**config.mk**
```make
export PLATFORM = sky130hd
export DESIGN_NAME = freq_meter
export DESIGN_NICKNAME = d
export VERILOG_FILES = /design/src/rtl/freq_meter.sv
export SDC_FILE = /design/constraint.sdc
export NUM_CORES = 1
export LEC_CHECK = 0
export BUFFER_PORTS_ARGS = -buffer_cell sky130_fd_sc_hd__buf_2
export CORE_MARGIN = 1.5
export CORE_UTILIZATION = 35
export DETAILED_ROUTE_END_ITERATION = 8
export GPL_ROUTABILITY_DRIVEN = 1
export PLACE_DENSITY = 0.55
export SYNTH_ARGS = -nofsm -noshare
export SYNTH_HDL_FRONTEND = slang
export SYNTH_SLANG_ARGS = --single-unit
```
**constraint.sdc**
```tcl
create_clock -name input_clk -period 2.4 [get_ports input_clk]
set_input_delay 0.36 -clock input_clk [delete_from_list [all_inputs] [get_ports input_clk]]
set_output_delay 0.36 -clock input_clk [all_outputs]
set_load 0.005 [all_outputs]
```
**src/rtl/freq_meter.sv**
```systemverilog
// Gated frequency counter: synchronises an asynchronous input, counts its rising
// edges over a GATE_CYCLES window and publishes the saturated count with a valid strobe.
module freq_meter #(
  parameter int GATE_CYCLES = 12000000,
  parameter int GATE_WIDTH  = 24,
  parameter int WIDTH       = 16,
  parameter bit CONTINUOUS  = 1'b0
) (
  input  logic             input_clk,
  input  logic             reset,
  input  logic             signal_in,
  input  logic             start,
  output logic             busy,
  output logic             count_valid,
  output logic [WIDTH-1:0] count_out,
  output logic             overflow
);

  typedef enum logic {IDLE = 1'b0, MEASURE = 1'b1} state_t;

  localparam logic [GATE_WIDTH-1:0] GATE_LAST = GATE_WIDTH'(GATE_CYCLES - 1);
  localparam logic [WIDTH-1:0]      EDGE_MAX  = {WIDTH{1'b1}};

  state_t                r_state;
  state_t                w_next;
  logic                  r_s1;
  logic                  r_s2;
  logic                  r_s3;
  logic                  w_rise;
  logic [GATE_WIDTH-1:0] r_gate;
  logic [WIDTH-1:0]      r_edge;
  logic                  r_win_ovf;
  logic                  w_last;
  logic                  w_edge_sat;
  logic                  r_busy;
  logic                  r_valid;
  logic [WIDTH-1:0]      r_count;
  logic                  r_ovf;

  // Two-flop synchroniser plus history flop for rising-edge detection
  always_ff @(posedge input_clk) begin
    if (reset) begin
      r_s1 <= 1'b0;
      r_s2 <= 1'b0;
      r_s3 <= 1'b0;
    end else begin
      r_s1 <= signal_in;
      r_s2 <= r_s1;
      r_s3 <= r_s2;
    end
  end

  assign w_rise     = r_s2 & ~r_s3;
  assign w_last     = (r_state == MEASURE) && (r_gate == GATE_LAST);
  assign w_edge_sat = (r_edge == EDGE_MAX);

  // Next-state logic
  always_comb begin
    w_next = r_state;
    case (r_state)
      IDLE: begin
        if (start || CONTINUOUS) begin
          w_next = MEASURE;
        end else begin
          w_next = IDLE;
        end
      end
      MEASURE: begin
        if (w_last && !CONTINUOUS) begin
          w_next = IDLE;
        end else begin
          w_next = MEASURE;
        end
      end
      default: w_next = IDLE;
    endcase
  end

  // State register; busy is registered alongside it
  always_ff @(posedge input_clk) begin
    if (reset) begin
      r_state <= IDLE;
      r_busy  <= 1'b0;
    end else begin
      r_state <= w_next;
      r_busy  <= (w_next == MEASURE);
    end
  end

  // Gate and edge counters; both sit at zero outside a window so a new window starts clean
  always_ff @(posedge input_clk) begin
    if (reset) begin
      r_gate    <= {GATE_WIDTH{1'b0}};
      r_edge    <= {WIDTH{1'b0}};
      r_win_ovf <= 1'b0;
    end else if ((r_state == MEASURE) && !w_last) begin
      r_gate <= r_gate + GATE_WIDTH'(1);
      if (w_rise) begin
        if (w_edge_sat) begin
          r_win_ovf <= 1'b1;
        end else begin
          r_edge <= r_edge + WIDTH'(1);
        end
      end
    end else begin
      r_gate    <= {GATE_WIDTH{1'b0}};
      r_edge    <= {WIDTH{1'b0}};
      r_win_ovf <= 1'b0;
    end
  end

  // Result publication on the last window cycle, including a rise landing in that cycle
  always_ff @(posedge input_clk) begin
    if (reset) begin
      r_valid <= 1'b0;
      r_count <= {WIDTH{1'b0}};
      r_ovf   <= 1'b0;
    end else if (w_last) begin
      r_valid <= 1'b1;
      r_count <= w_edge_sat ? EDGE_MAX : (r_edge + WIDTH'(w_rise));
      r_ovf   <= r_win_ovf | (w_rise & w_edge_sat);
    end else begin
      r_valid <= 1'b0;
    end
  end

  assign busy        = r_busy;
  assign count_valid = r_valid;
  assign count_out   = r_count;
  assign overflow    = r_ovf;

endmodule
```
# Word level (Yosys, flattened, before mapping)
# Index checks and enable logic that the tools add are counted.
# W data, S select, Z words.
[totals] output_inout_bits=19 ff_bits=63 inputBits=4 word_cells=33
[op_classes] mux=5 n_addsub=3 bitwise=7 n_reduce_logical=6 eq_ne=2
[op_table] cell="$add A24 B1 Y24 const B" count=1
[op_table] cell="$eq A24 B24 Y1 const B" count=1
[op_table] cell="$add A16 B1 Y16" count=1
[op_table] cell="$add A16 B1 Y16 const B" count=1
[op_table] cell="$eq A16 B16 Y1 const B" count=1
[op_table] cell="$mux W16" count=1
[op_table] cell="$not A1 Y1" count=4
[op_table] cell="$reduce_and A2 Y1" count=2
[op_table] cell="$mux W1" count=3
[op_table] cell="$and A1 B1 Y1" count=2
[op_table] cell="$logic_and A1 B1 Y1" count=2
[op_table] cell="$pmux W1 S2" count=1
[op_table] cell="$reduce_or A2 Y1" count=1
[op_table] cell="$logic_not A1 Y1" count=1
[op_table] cell="$or A1 B1 Y1" count=1

# Logic depth before layout (Yosys ltp)
[depth] word_depth=6 depth_mapped=8 depth_no_buf=7

# Worst setup path after synthesis
# No wires, ideal clock.
[synth_timing] path_kind="input to register" from="input r_s3" to="register r_count[14] (netlist: count_out[14])" t_required_ns=2.266 path_slack_ns=0.687 path_buffers=1 cell_stages=9 t_arrival_ns=1.579 setup_ns=0.134 path_cell_list="dfxtp_1 > and2b_1 > ha_1 > ha_1 > clkbuf_1 > nand2_1 > nor3_1 > xnor2_1 > a211oi_1"
[synth_via] elab_chain_cells=4
[synth_lines] item="start: declaration" line_no="28" rtl="logic r_s3;"
[synth_lines] item="$not A1 Y1" line_no="53" rtl="assign w_rise = r_s2 & ~r_s3;"
[synth_lines] item="$and A1 B1 Y1" line_no="53"
[synth_lines] item="$add A16 B1 Y16" line_no="120" rtl="r_count <= w_edge_sat ? EDGE_MAX : (r_edge + WIDTH'(w_rise));"
[synth_lines] item="$mux W16" line_no="120"
[synth_lines] item="end signal: assignment" line_no="116" rtl="r_count <= {WIDTH{1'b0}};"
[synth_lines] item="end signal: assignment" line_no="120"
[synth_lines] item="end: declaration" line_no="37" rtl="logic [WIDTH-1:0] r_count;"
# No other way between the ends.
# A chain may end at the register's enable or synchronous reset.

# Final worst setup path
[layout_timing] from="input r_gate[0]" to="register r_count[3] (netlist: count_out[3])"
[layout_via] elab_chain_cells=2
[layout_lines] item="start: declaration" line_no="30" rtl="logic [GATE_WIDTH-1:0] r_gate;"
[layout_lines] item="$eq A24 B24 Y1" line_no="54" rtl="assign w_last = (r_state == MEASURE) && (r_gate == GATE_LAST);"
[layout_lines] item="$logic_and A1 B1 Y1" line_no="54"
# No other way between the ends.

==> run_results.csv <==
group,metric,value,unit
status,status,"complete, no violations",
logic_synthesis,syn_avg_cell_area,8.788,um^2
setup_path,arrival,2.20,ns
power,comb_power_share,1.8,%
logic_synthesis,yosys_register_bits,63,
routing,drc_errors,0,
floorplanning,die_h,95.40,um
routing,vias,2416,
logic_synthesis,yosys-top-cells-area,"dfxtp_1 42%, nor2_1 7.0%, xor2_1 6.4%",
routing,ant_nets,0,
final_layout,final_common_cell,"dfxtp_1",
floorplanning,ios,23,
run,cap_viol_max_count,0,
routing,wl_met1,3350,um
logic_synthesis,synth_area,2988,um^2
power,vdd_ir_drop_max,0.2394,mV
placed_design,post-dp-hpwl,4452,um
logic_synthesis,yosysWarnings,0,
clock_tree,cts_tree,"yes",
timing,maxSlewViolCount,0,
placed_design,place_congestion,0.8517,
logic_synthesis,synthesis.nets,348,
setup_path,path_buf_inv,1,
clock_tree,cts_buffer_depth,2,
global_route,antenna_found_initial,0,
placed_design,io_buffers,22,
routing,drt-total-wl,6440,um
setup_path,crit_required,2.62,ns
setup_path,slowest_stage,"dfxtp_1",
power,p_seq_share,52.2,%
timing,period_needed,1.987,ns
floorplanning,die-area,9100,um^2
power,p_int,1.587,mW
setup_path,worstSetupStartpoint,"r_gate[0]",
timing,finalHoldViolations,0,
logic_synthesis,synth_seq_area_share,42.21,%
clock_tree,cts_setup_buffers,0,
clock_tree,cts.sinks,63,
floorplanning,start_util,36.18,%
setup_path,crit_path_start_kind,"flip-flop",
logic_synthesis,yosys.cell_types.count,44,
min_path,hp-class,"input pin to flip-flop",
final_layout,synthToLayoutAreaGrowth,12.86,%
power,p_sw,0.4300,mW
global_route,grt_pass1_vias,2136,
routing,dr.pass1.iters,4,
global_route,grt_pass1_wl,10680,um
setup_path,path_delay_family,"simple AND/OR/NAND/NOR gates",
power,p_clk_share,45.9,%
floorplanning,die_w,95.40,um
logic_synthesis,synth_top_cell_by_area,"dfxtp_1",
routing,avgViaCountPerCell,5.173,
clock_tree,cts_root_buf,"clkbuf_8",
routing,highest_layer,"met4",
timing,period_share,82.81,%
floorplanning,core,8258,um^2
clock_tree,postCtsHoldBufs,0,
routing,routed-wl-met3,400,um
final_layout,drive_above_1_share,15.19,%
timing,fin_skew,0.009947,ns
timing,fmax,503.2,MHz
final_layout,fin_nets,366,
power,swShare,21.32,%
setup_path,path_max_fanout,20,
floorplanning,std_cell_rows,33,
clock_tree,clk_pin_slew_worst_paths,0.07,ns
timing,slew_headroom,66.03,%
global_route,grt-ovfl-total,0,
timing,rsz0062_at_grt,"no",
logic_synthesis,synth_edf_count,0,
clock_tree,clk-insertion-delay-late,0.35,ns
clock_tree,cts_buffers,9,
setup_path,cp_slowest_stage_delay,0.35,ns
min_path,worstHoldStart,"signal_in",
setup_path,endpoint_kind,"flip-flop",
power,finalPower,2.017,mW
setup_path,reg2reg_from,"r_gate[0]",
routing,drtIter0Drc,156,
logic_synthesis,yosysTopAreaCellShare,42.21,%
logic_synthesis,synthCells,340,
clock_tree,cts.repair.resized,0,
logic_synthesis,synth_flop_cell,"dfxtp_1",
global_route,globalRouteTotalUtil,15.64,%
timing,tightest_slew,0.5061,ns
clock_tree,cts.htree.levels,3,
routing,wl_per_cell,13.79,um
routing,wl_met2,2619,um
power,leakage,1.137,nW
power,power.density,598.2,nW/um^2
timing,setup-tns-final,0,ns
final_layout,fill_cells,851,
final_layout,antennaDiodeCount,0,
timing,setup_violations,0,
setup_path,path_cells,"ha_1, nand4_1, nor4_1, and4_1, buf_4, mux2i_1, nor2_1",
final_layout,final_cell_mix,"63 x dfxtp_1, 56 x nor2_1, 22 x xor2_1, 22 x buf_2, 21 x nand3_1",
global_route,grt_max_degree,40,
setup_path,worstSetupPathType,"flip-flop to flip-flop",
logic_synthesis,async_flop_share,0,%
## routing by layer
layer	vias to the layer above	global-route usage, %
li1	1235	-
met5	-	0
met1	1103	22.62
met2	74	20.92
met3	4	5.742
met4	0	5.515
## synth_stat cells, types with 2 or more instances
library cell,n
dfxtp_1,63
nor2_1,56
xor2_1,22
nand3_1,21
xnor2_1,19
nand2_1,17
a211oi_1,13
buf_2,11
nand4_1,11
and4_1,8
nor3_1,8
and3_1,7
inv_1,7
and2_1,6
a21oi_1,5
a31oi_1,5
clkbuf_1,5
a311oi_1,4
ha_1,4
nor3_2,4
o21ai_0,4
buf_4,3
mux2i_1,3
nand2b_1,3
nor2_2,3
nor2b_1,3
nor4_1,3
a211oi_2,2
nand2_2,2
nor3b_1,2
nor4b_2,2
o311ai_1,2
## flip-flops by register name, summed over array words and instances, names as in the netlist
| name | flops |
|---|---|
| r_s2 | 1 |
| r_s3 | 1 |
| count_out | 16 |
| r_edge | 16 |
| r_gate | 24 |
| overflow | 1 |
| busy | 1 |
| r_win_ovf | 1 |
| r_s1 | 1 |
| count_valid | 1 |
## final cells by class
cell class              count  area [um^2]  area share (%)
multi-input cells         251         1604           47.57
flip-flops and latches     63         1261           37.40
repair buffers             26        152.6           4.527
clock buffers              11        151.4           4.490
well taps                 105        131.4           3.896
clock inverters             4        45.04           1.336
inverters                   7        26.28          0.7792
## worst paths after layout
| kind | to | slack (ns) | cells past startpoint |
|---|---|---|---|
| setup / recovery | count_out[3] | 0.41 | 7 |
| hold / removal | r_s1 | 0.24 | 2 |
| setup reg to reg | count_out[3] | 0.41 | 7 |
| hold reg to reg | r_s2 | 0.44 | 1 |
## cell families after synthesis
kind of cell               Yosys count  synth area share, %
DFF                                 63                42.21
AOI/OAI and AO/OA                   43                10.64
buffers and inverters               26                4.104
muxes                                3                1.005
xor gates and xnor gates            41                12.02
and+or+nand+nor                    160                28.35
adders and majority gates            4                1.675
## power groups by stage
| stage | clock [mW] | sequential [mW] | combinational (mW) |
|---|---|---|---|
| after floorplan | 0 | 1.08 | 0.0248 |
| after global placement | 0 | 1.08 | 0.0371 |
| after detailed placement | 0 | 1.08 | 0.0372 |
| after CTS | 0.954 | 1.05 | 0.0372 |
| after global routing | 1.00 | 1.05 | 0.0407 |
| final | 0.927 | 1.05 | 0.0367 |
## stage by stage
| step | hold slack (ns) | util (%) | worst slack (ns) | instance area (um^2) | std cells |
|---|---|---|---|---|---|
| after floorplan | 0.4126 | - | 0.6869 | 2988 | 340 |
| after CTS | 0.2253 | 40.83 | 0.4186 | 3372 | 467 |
| after global routing | 0.2494 | 40.83 | 0.2215 | 3372 | 467 |
| final | 0.2405 | 40.83 | 0.4126 | 3372 | 467 |
| after detailed placement | 0.4265 | 38.45 | 0.4424 | 3176 | 452 |
| after global placement | 0.4262 | 38.45 | 0.4779 | 3176 | 452 |
Note: power is estimated with default switching activity, not from simulation.
